`config.mk`:
```
export PLATFORM = sky130hd
export DESIGN_NAME = iob_axistream_out_arb
export DESIGN_NICKNAME = d
export VERILOG_FILES = /design/src/rtl/iob_axistream_arb_pkg.sv /design/src/rtl/iob_rr_pick.sv /design/src/rtl/iob_axistream_out_arb.sv
export SDC_FILE = /design/constraint.sdc
export NUM_CORES = 1
export LEC_CHECK = 0
export ABC_AREA = 1
export CORE_MARGIN = 3
export CORE_UTILIZATION = 46
export CTS_BUF_LIST = sky130_fd_sc_hd__clkbuf_8 sky130_fd_sc_hd__clkbuf_16
export CTS_CLUSTER_SIZE = 25
export DETAILED_ROUTE_END_ITERATION = 8
export DONT_BUFFER_PORTS = 1
export GPL_ROUTABILITY_DRIVEN = 0
export GPL_TIMING_DRIVEN = 0
export SETUP_SLACK_MARGIN = 0.05
export SLEW_MARGIN = 5
export SYNTH_ARGS = -nofsm -noshare
export SYNTH_HDL_FRONTEND = slang
export SYNTH_HIERARCHICAL = 1
export SYNTH_SLANG_ARGS = --single-unit
export TNS_END_PERCENT = 5
```
`constraint.sdc`:
```
create_clock -name clk -period 1.5 [get_ports clk]
set_input_delay 0.3 -clock clk [delete_from_list [all_inputs] [get_ports clk]]
set_output_delay 0.3 -clock clk [all_outputs]
set_load 0.02 [all_outputs]
```
`src/rtl/iob_axistream_arb_pkg.sv`:
```
// Shared types and helpers for the AXI-stream packet arbiter and its schedulers.
package iob_axistream_arb_pkg;

    typedef enum logic {
        IDLE   = 1'b0,
        ACTIVE = 1'b1
    } arb_state_t;

    // Index width for an N-entry selector; a single entry still needs one bit.
    function automatic int calc_id_w(input int n);
        return (n > 1) ? $clog2(n) : 1;
    endfunction

endpackage

```
`src/rtl/iob_rr_pick.sv`:
```
// Combinational round-robin pick: the first requester after 'last', with wrap.
module iob_rr_pick
    import iob_axistream_arb_pkg::*;
#(
    parameter int N_CH = 4,
    parameter int ID_W = calc_id_w(N_CH)
) (
    input  logic [N_CH-1:0] req,
    input  logic [ID_W-1:0] last,
    output logic            vld,
    output logic [ID_W-1:0] idx
);

    logic [ID_W-1:0] cand;

    // Scan from the furthest candidate to the nearest so the nearest one after 'last' wins
    always_comb begin
        vld  = 1'b0;
        idx  = last;
        cand = last;
        for (int k = N_CH; k >= 1; k--) begin
            cand = ID_W'((int'(last) + k) % N_CH);
            if (req[cand]) begin
                vld = 1'b1;
                idx = cand;
            end
        end
    end

endmodule

```
`src/rtl/iob_axistream_out_arb.sv`:
```
// Packet-level round-robin arbiter: N_CH AXI-stream requesters share one registered
// output stage. A grant is held from the first beat until the tlast beat is taken.
module iob_axistream_out_arb
    import iob_axistream_arb_pkg::*;
#(
    parameter int  N_CH   = 4,
    parameter int  DATA_W = 8,
    parameter int  CNT_W  = 16,
    localparam int ID_W   = calc_id_w(N_CH)
) (
    input  logic                   clk,
    input  logic                   arst_n,
    input  logic                   en,
    input  logic [N_CH-1:0]        ch_en,
    input  logic [N_CH*DATA_W-1:0] s_tdata,
    input  logic [N_CH-1:0]        s_tvalid,
    input  logic [N_CH-1:0]        s_tlast,
    output logic [N_CH-1:0]        s_tready,
    output logic [DATA_W-1:0]      m_tdata,
    output logic                   m_tvalid,
    output logic                   m_tlast,
    input  logic                   m_tready,
    output logic                   busy,
    output logic [ID_W-1:0]        grant_id,
    input  logic                   cnt_clr,
    output logic [CNT_W-1:0]       pkt_cnt
);

    arb_state_t        state_q;
    arb_state_t        state_nxt;
    logic [ID_W-1:0]   grant_q;
    logic [N_CH-1:0]   req;
    logic              pick_vld;
    logic [ID_W-1:0]   pick_idx;

    logic [DATA_W-1:0] sel_tdata;
    logic              sel_tvalid;
    logic              sel_tlast;
    logic              out_free;
    logic              xfer;

    logic [DATA_W-1:0] data_p0;
    logic              last_p0;
    logic              vld_p0;
    logic [CNT_W-1:0]  cnt_q;

    // Masks only gate who may win a new arbitration; they never abort a granted packet.
    assign req = en ? (s_tvalid & ch_en) : '0;

    iob_rr_pick #(
        .N_CH (N_CH),
        .ID_W (ID_W)
    ) u_pick (
        .req  (req),
        .last (grant_q),
        .vld  (pick_vld),
        .idx  (pick_idx)
    );

    // Route the granted requester's beat toward the output stage
    always_comb begin
        sel_tdata  = '0;
        sel_tvalid = 1'b0;
        sel_tlast  = 1'b0;
        for (int i = 0; i < N_CH; i++) begin
            if (grant_q == ID_W'(i)) begin
                sel_tdata  = s_tdata[i*DATA_W +: DATA_W];
                sel_tvalid = s_tvalid[i];
                sel_tlast  = s_tlast[i];
            end
        end
    end

    // The single output slot can take a new beat when empty or draining this cycle.
    assign out_free = ~vld_p0 | m_tready;
    assign xfer     = (state_q == ACTIVE) & sel_tvalid & out_free;

    // State register
    always_ff @(posedge clk or negedge arst_n) begin
        if (!arst_n) begin
            state_q <= IDLE;
        end else begin
            state_q <= state_nxt;
        end
    end

    // Next state: win arbitration in IDLE, release the grant on the accepted tlast beat
    always_comb begin
        state_nxt = state_q;
        case (state_q)
            IDLE:    if (pick_vld) state_nxt = ACTIVE;
            ACTIVE:  if (xfer && sel_tlast) state_nxt = IDLE;
        endcase
    end

    // FSM outputs: only the granted requester sees ready, and only while ACTIVE
    always_comb begin
        s_tready = '0;
        busy     = (state_q == ACTIVE);
        for (int i = 0; i < N_CH; i++) begin
            if (state_q == ACTIVE && grant_q == ID_W'(i)) begin
                s_tready[i] = out_free;
            end
        end
    end

    // Grant register; keeps the last winner after a packet so it drops to lowest priority
    always_ff @(posedge clk or negedge arst_n) begin
        if (!arst_n) begin
            grant_q <= ID_W'(N_CH - 1);
        end else if (state_q == IDLE && pick_vld) begin
            grant_q <= pick_idx;
        end
    end

    // Output stage p0: load on an input transfer, hold under backpressure, empty once drained
    always_ff @(posedge clk or negedge arst_n) begin
        if (!arst_n) begin
            data_p0 <= '0;
            last_p0 <= 1'b0;
            vld_p0  <= 1'b0;
        end else if (xfer) begin
            data_p0 <= sel_tdata;
            last_p0 <= sel_tlast;
            vld_p0  <= 1'b1;
        end else if (m_tready) begin
            vld_p0  <= 1'b0;
        end
    end

    // Packets-sent counter; clear wins over a coincident tlast acceptance
    always_ff @(posedge clk or negedge arst_n) begin
        if (!arst_n) begin
            cnt_q <= '0;
        end else if (cnt_clr) begin
            cnt_q <= '0;
        end else if (vld_p0 && m_tready && last_p0) begin
            cnt_q <= cnt_q + CNT_W'(1);
        end
    end

    assign m_tdata  = data_p0;
    assign m_tlast  = last_p0;
    assign m_tvalid = vld_p0;
    assign grant_id = grant_q;
    assign pkt_cnt  = cnt_q;

endmodule

```
==> impl_metrics.env <==
export IMPL_grt_pass1_wl_mm=7.97
export IMPL_stdcell_area_sq_um=2520
export IMPL_groute_layer_met1_usage_pct=24.0
export IMPL_cts_tree="yes"
export IMPL_synthCells=298
export IMPL_floorplan_initialDensity_pct=49.5
export IMPL_setup_worst_path_start_class="flip-flop"
export IMPL_critical_path_arrival_ps=1450
export IMPL_antenna_diode_count=0
export IMPL_ctsRootBufferMaster="sky130_fd_sc_hd__clkbuf_8"
export IMPL_violations="setup timing"
export IMPL_total_placed_cells_including_tap_cells=348
export IMPL_post_route_min_period_ps=1750
export IMPL_die_h_um=72.8
export IMPL_clk_pin_slew_ps=70
export IMPL_area_growth_synth_to_final_pct=22.8
export IMPL_synth_distinct_cells=29
export IMPL_die_wd_um=72.8
export IMPL_drt_pass1_iter_count=4
export IMPL_maximum_number_of_pins_on_one_net_before_global_route_repair=30
export IMPL_synth_ff_latch_count=29
export IMPL_fin_nets=367
export IMPL_synth_seq_area_share_pct=35.5
export IMPL_report_final_hold_viol_count=0
export IMPL_nFillCells=377
export IMPL_design_core_area_sq_um=4140
export IMPL_clock_insertion_delay_worst_skew_ps=280
export IMPL_drtAntennaViolNets=0
export IMPL_timing_final_ws_setup_ps=-249
export IMPL_maxSlewHeadroom_pct=69.0
export IMPL_cts_sinks=29
export IMPL_postSynthNetCount=348
export IMPL_num_rows=23
export IMPL_synth_warnings=6
export IMPL_post_route_period_util_pct=117
export IMPL_cts_made_buffers=5
export IMPL_crit_path_max_fanout=6
export IMPL_maximum_capacitance_violations=0
export IMPL_global_route_layer_with_the_greatest_usage="met2"
export IMPL_setup_viol_count_final=17
export IMPL_detailed_place_hpwl_mm=3.63
export IMPL_final_cell_count_without_fillers=368
export IMPL_maxClockFrequency_mhz=572
export IMPL_unrepaired_setup_endpoints_after_global_routing="true"
export IMPL_grt_pass1_vias=1760
export IMPL_global_route_overflow_total=0
export IMPL_timing_hold_worst_start="cnt_clr"
export IMPL_globalRouteTotalUtil_pct=19.1
export IMPL_detail_route_wl_per_cell_um=13.7
export IMPL_fin_worst_skew_ps=6.58
export IMPL_synth_area_per_cell_sq_um=6.88
export IMPL_count_of_pins_over_their_slew_limit=0
export IMPL_vdd_ir_drop_max_mv=0.879
export IMPL_crit_start="grant_id[1]"
export IMPL_global_route_usage_met3_pct=5.51
export IMPL_ctsLongestPathBuffers=2
export IMPL_vias=1942
export IMPL_syn_cell_area_sq_um=2050
export IMPL_status="finished, violations left"
export IMPL_die_area_sq_um=5300
export IMPL_worst_ep_required_time_ps=1200
export IMPL_wl_mm=5.03
export IMPL_timing_worst_slew_pin_value_ps=465
export IMPL_met2_track_utilization_from_global_routing_pct=31.9
export IMPL_worst_setup_path_type="flip-flop to primary output"
export IMPL_postPlaceCellArea_sq_um=2130
export IMPL_power_per_cell_area_nw_per_um2=1750
export IMPL_post_drt_via_cell_ratio=5.28
export IMPL_cts_htree_levels=2
export IMPL_crit_path_end_kind="primary output"
export IMPL_detailedRoute_firstIterationViolations=92
export IMPL_layout_cell_share_with_drive_strength_beyond_1_pct=27.7
export IMPL_leakage_nw=1.19
export IMPL_hold_class="input pin to flip-flop"
export IMPL_pin_count=82
export IMPL_grt_antenna_before_repair=0
export IMPL_place_port_buffers=0
export IMPL_r2r_start="grant_id[0]"
export IMPL_detail_route_drc_violations=0
[layout make-up]
cell class	count	area [sq um]	area share [%]
Sequential cell	29	741	29.4
Clock inverter	3	46.3	1.84
Buffer	5	75.1	2.98
Timing Repair Buffer	11	119	4.72
Multi-Input combinational cell	227	1250	49.5
Inverter	38	159	6.31
Clock buffer	5	68.8	2.73
Tap cell	50	62.6	2.49
[state kept, by name, summed over array words and instances (netlist names)]
register / flops
grant_id: 2
busy: 1
pkt_cnt: 16
m_tlast: 1
m_tvalid: 1
m_tdata: 8
[cells in the final DEF, fill, tap and decap left out]
cell type                       instances
sky130_fd_sc_hd__clkbuf_16              1
sky130_fd_sc_hd__inv_8                  1
sky130_fd_sc_hd__nand3_4                2
sky130_fd_sc_hd__ha_4                   1
sky130_fd_sc_hd__nand2_1               93
sky130_fd_sc_hd__o21ai_0                4
sky130_fd_sc_hd__clkbuf_8               5
sky130_fd_sc_hd__clkinvlp_4             2
sky130_fd_sc_hd__inv_1                 31
sky130_fd_sc_hd__a22oi_1                1
sky130_fd_sc_hd__inv_6                  1
sky130_fd_sc_hd__a31oi_1                1
sky130_fd_sc_hd__o31ai_1                1
sky130_fd_sc_hd__nand3_1               21
sky130_fd_sc_hd__dfrtp_1               17
sky130_fd_sc_hd__clkbuf_1               1
sky130_fd_sc_hd__nor2_8                 2
sky130_fd_sc_hd__nor4_1                 1
sky130_fd_sc_hd__nor2_1                25
sky130_fd_sc_hd__nor3_4                 3
sky130_fd_sc_hd__nand3_2                3
sky130_fd_sc_hd__nand2_4                6
sky130_fd_sc_hd__buf_6                  2
sky130_fd_sc_hd__dfstp_2                2
sky130_fd_sc_hd__dfrtp_2               10
sky130_fd_sc_hd__clkinv_4               1
sky130_fd_sc_hd__inv_2                  4
sky130_fd_sc_hd__nand2_2               12
sky130_fd_sc_hd__buf_12                 4
sky130_fd_sc_hd__nor2_2                 5
sky130_fd_sc_hd__nor2_4                 3
sky130_fd_sc_hd__o21ai_2                9
sky130_fd_sc_hd__nand4_1                8
sky130_fd_sc_hd__nor3_2                 1
sky130_fd_sc_hd__dlygate4sd3_1          1
sky130_fd_sc_hd__a21oi_1               20
sky130_fd_sc_hd__nor3_1                 5
sky130_fd_sc_hd__buf_4                  7
sky130_fd_sc_hd__bufinv_16              1
[critical path: stages, from the launching register on]
cell                      delay, ps
sky130_fd_sc_hd__dfstp_2        670
sky130_fd_sc_hd__buf_12         180
sky130_fd_sc_hd__inv_8           50
sky130_fd_sc_hd__nor3_4         270
[report_power, final]
part | internal (mW) | switching, mW | leakage (nW) | total (mW)
registers | 0.988 | 0.424 | 0.364 | 1.41
clock network | 0.496 | 0.318 | 0.0543 | 0.814
logic | 0.899 | 1.29 | 0.771 | 2.19
total | 2.38 | 2.03 | 1.19 | 4.41
[path summary, 6_finish.rpt]
| check | to | slack [ps] | depth (start not counted) |
|---|---|---|---|
| worst max-delay path | s_tready[2] | -250 | 3 |
| worst max register to register | m_tlast | -170 | 10 |
| worst min-delay path | pkt_cnt[6] | 80 | 1 |
| worst min register to register | m_tlast | 610 | 2 |
| min in group asynchronous | pkt_cnt[12] | 480 | 2 |
| max in group asynchronous | grant_id[1] | 790 | 2 |
[cells in the mapped netlist, drive strengths merged]
| library cell | number | area, sq um |
|---|---|---|
| nand2 | 111 | 447 |
| inv | 38 | 150 |
| nor2 | 35 | 181 |
| dfrtp | 27 | 676 |
| nand3 | 25 | 153 |
| a21oi | 20 | 100 |
| o21ai | 13 | 98.9 |
| nor3 | 9 | 45.0 |
| nand4 | 8 | 50.1 |
| buf | 4 | 53.8 |
| dfstp | 2 | 52.6 |
| a22oi | 1 | 7.51 |
| a31oi | 1 | 6.26 |
| clkbuf | 1 | 3.75 |
| ha | 1 | 12.5 |
| nor4 | 1 | 6.26 |
| o31ai | 1 | 7.51 |
[metrics by stage]
step           worst slack [ps]  setup TNS [ps]  utilization [%]  hold slack [ps]  total power [mW]
2_1_floorplan             -81.8            -875                -             4.41              2.79
3_3_place_gp               -223           -3530             51.4             5.09              3.06
3_5_place_dp               -231           -3490             51.4             5.17              3.09
4_1_cts                    -282           -3600             58.0             78.1              4.24
5_1_grt                    -307           -4620             60.7             69.1              4.72
6_report                   -249           -2760             60.7             81.0              4.41
[timing repair]
item,4_1_cts,5_1_grt
gates resized for setup,25,21
setup endpoints to repair,25,25
hold buffers,2,0
cloned,0,2
buffers inserted,7,1
pin swaps,5,5
endpoints found under the hold margin,29,0
[cell families after synthesis]
kind of cell    after synthesis  share of synthesized area, %
compound gates               36                          10.7
fa+ha+maj                     1                         0.610
buf+inv                      43                          10.1
flops                        29                          35.5
simple gates                189                          43.0
[routing by layer]
metal / wire [um] / up-vias / part of all wire [%]
met3: 396 / 5 / 7.9
met4: 61 / 0 / 1.2
met2: 2440 / 81 / 48
li1: - / 991 / -
met1: 2130 / 865 / 42
met5: 0 / - / 0
Power figures use the tool's default switching activity.
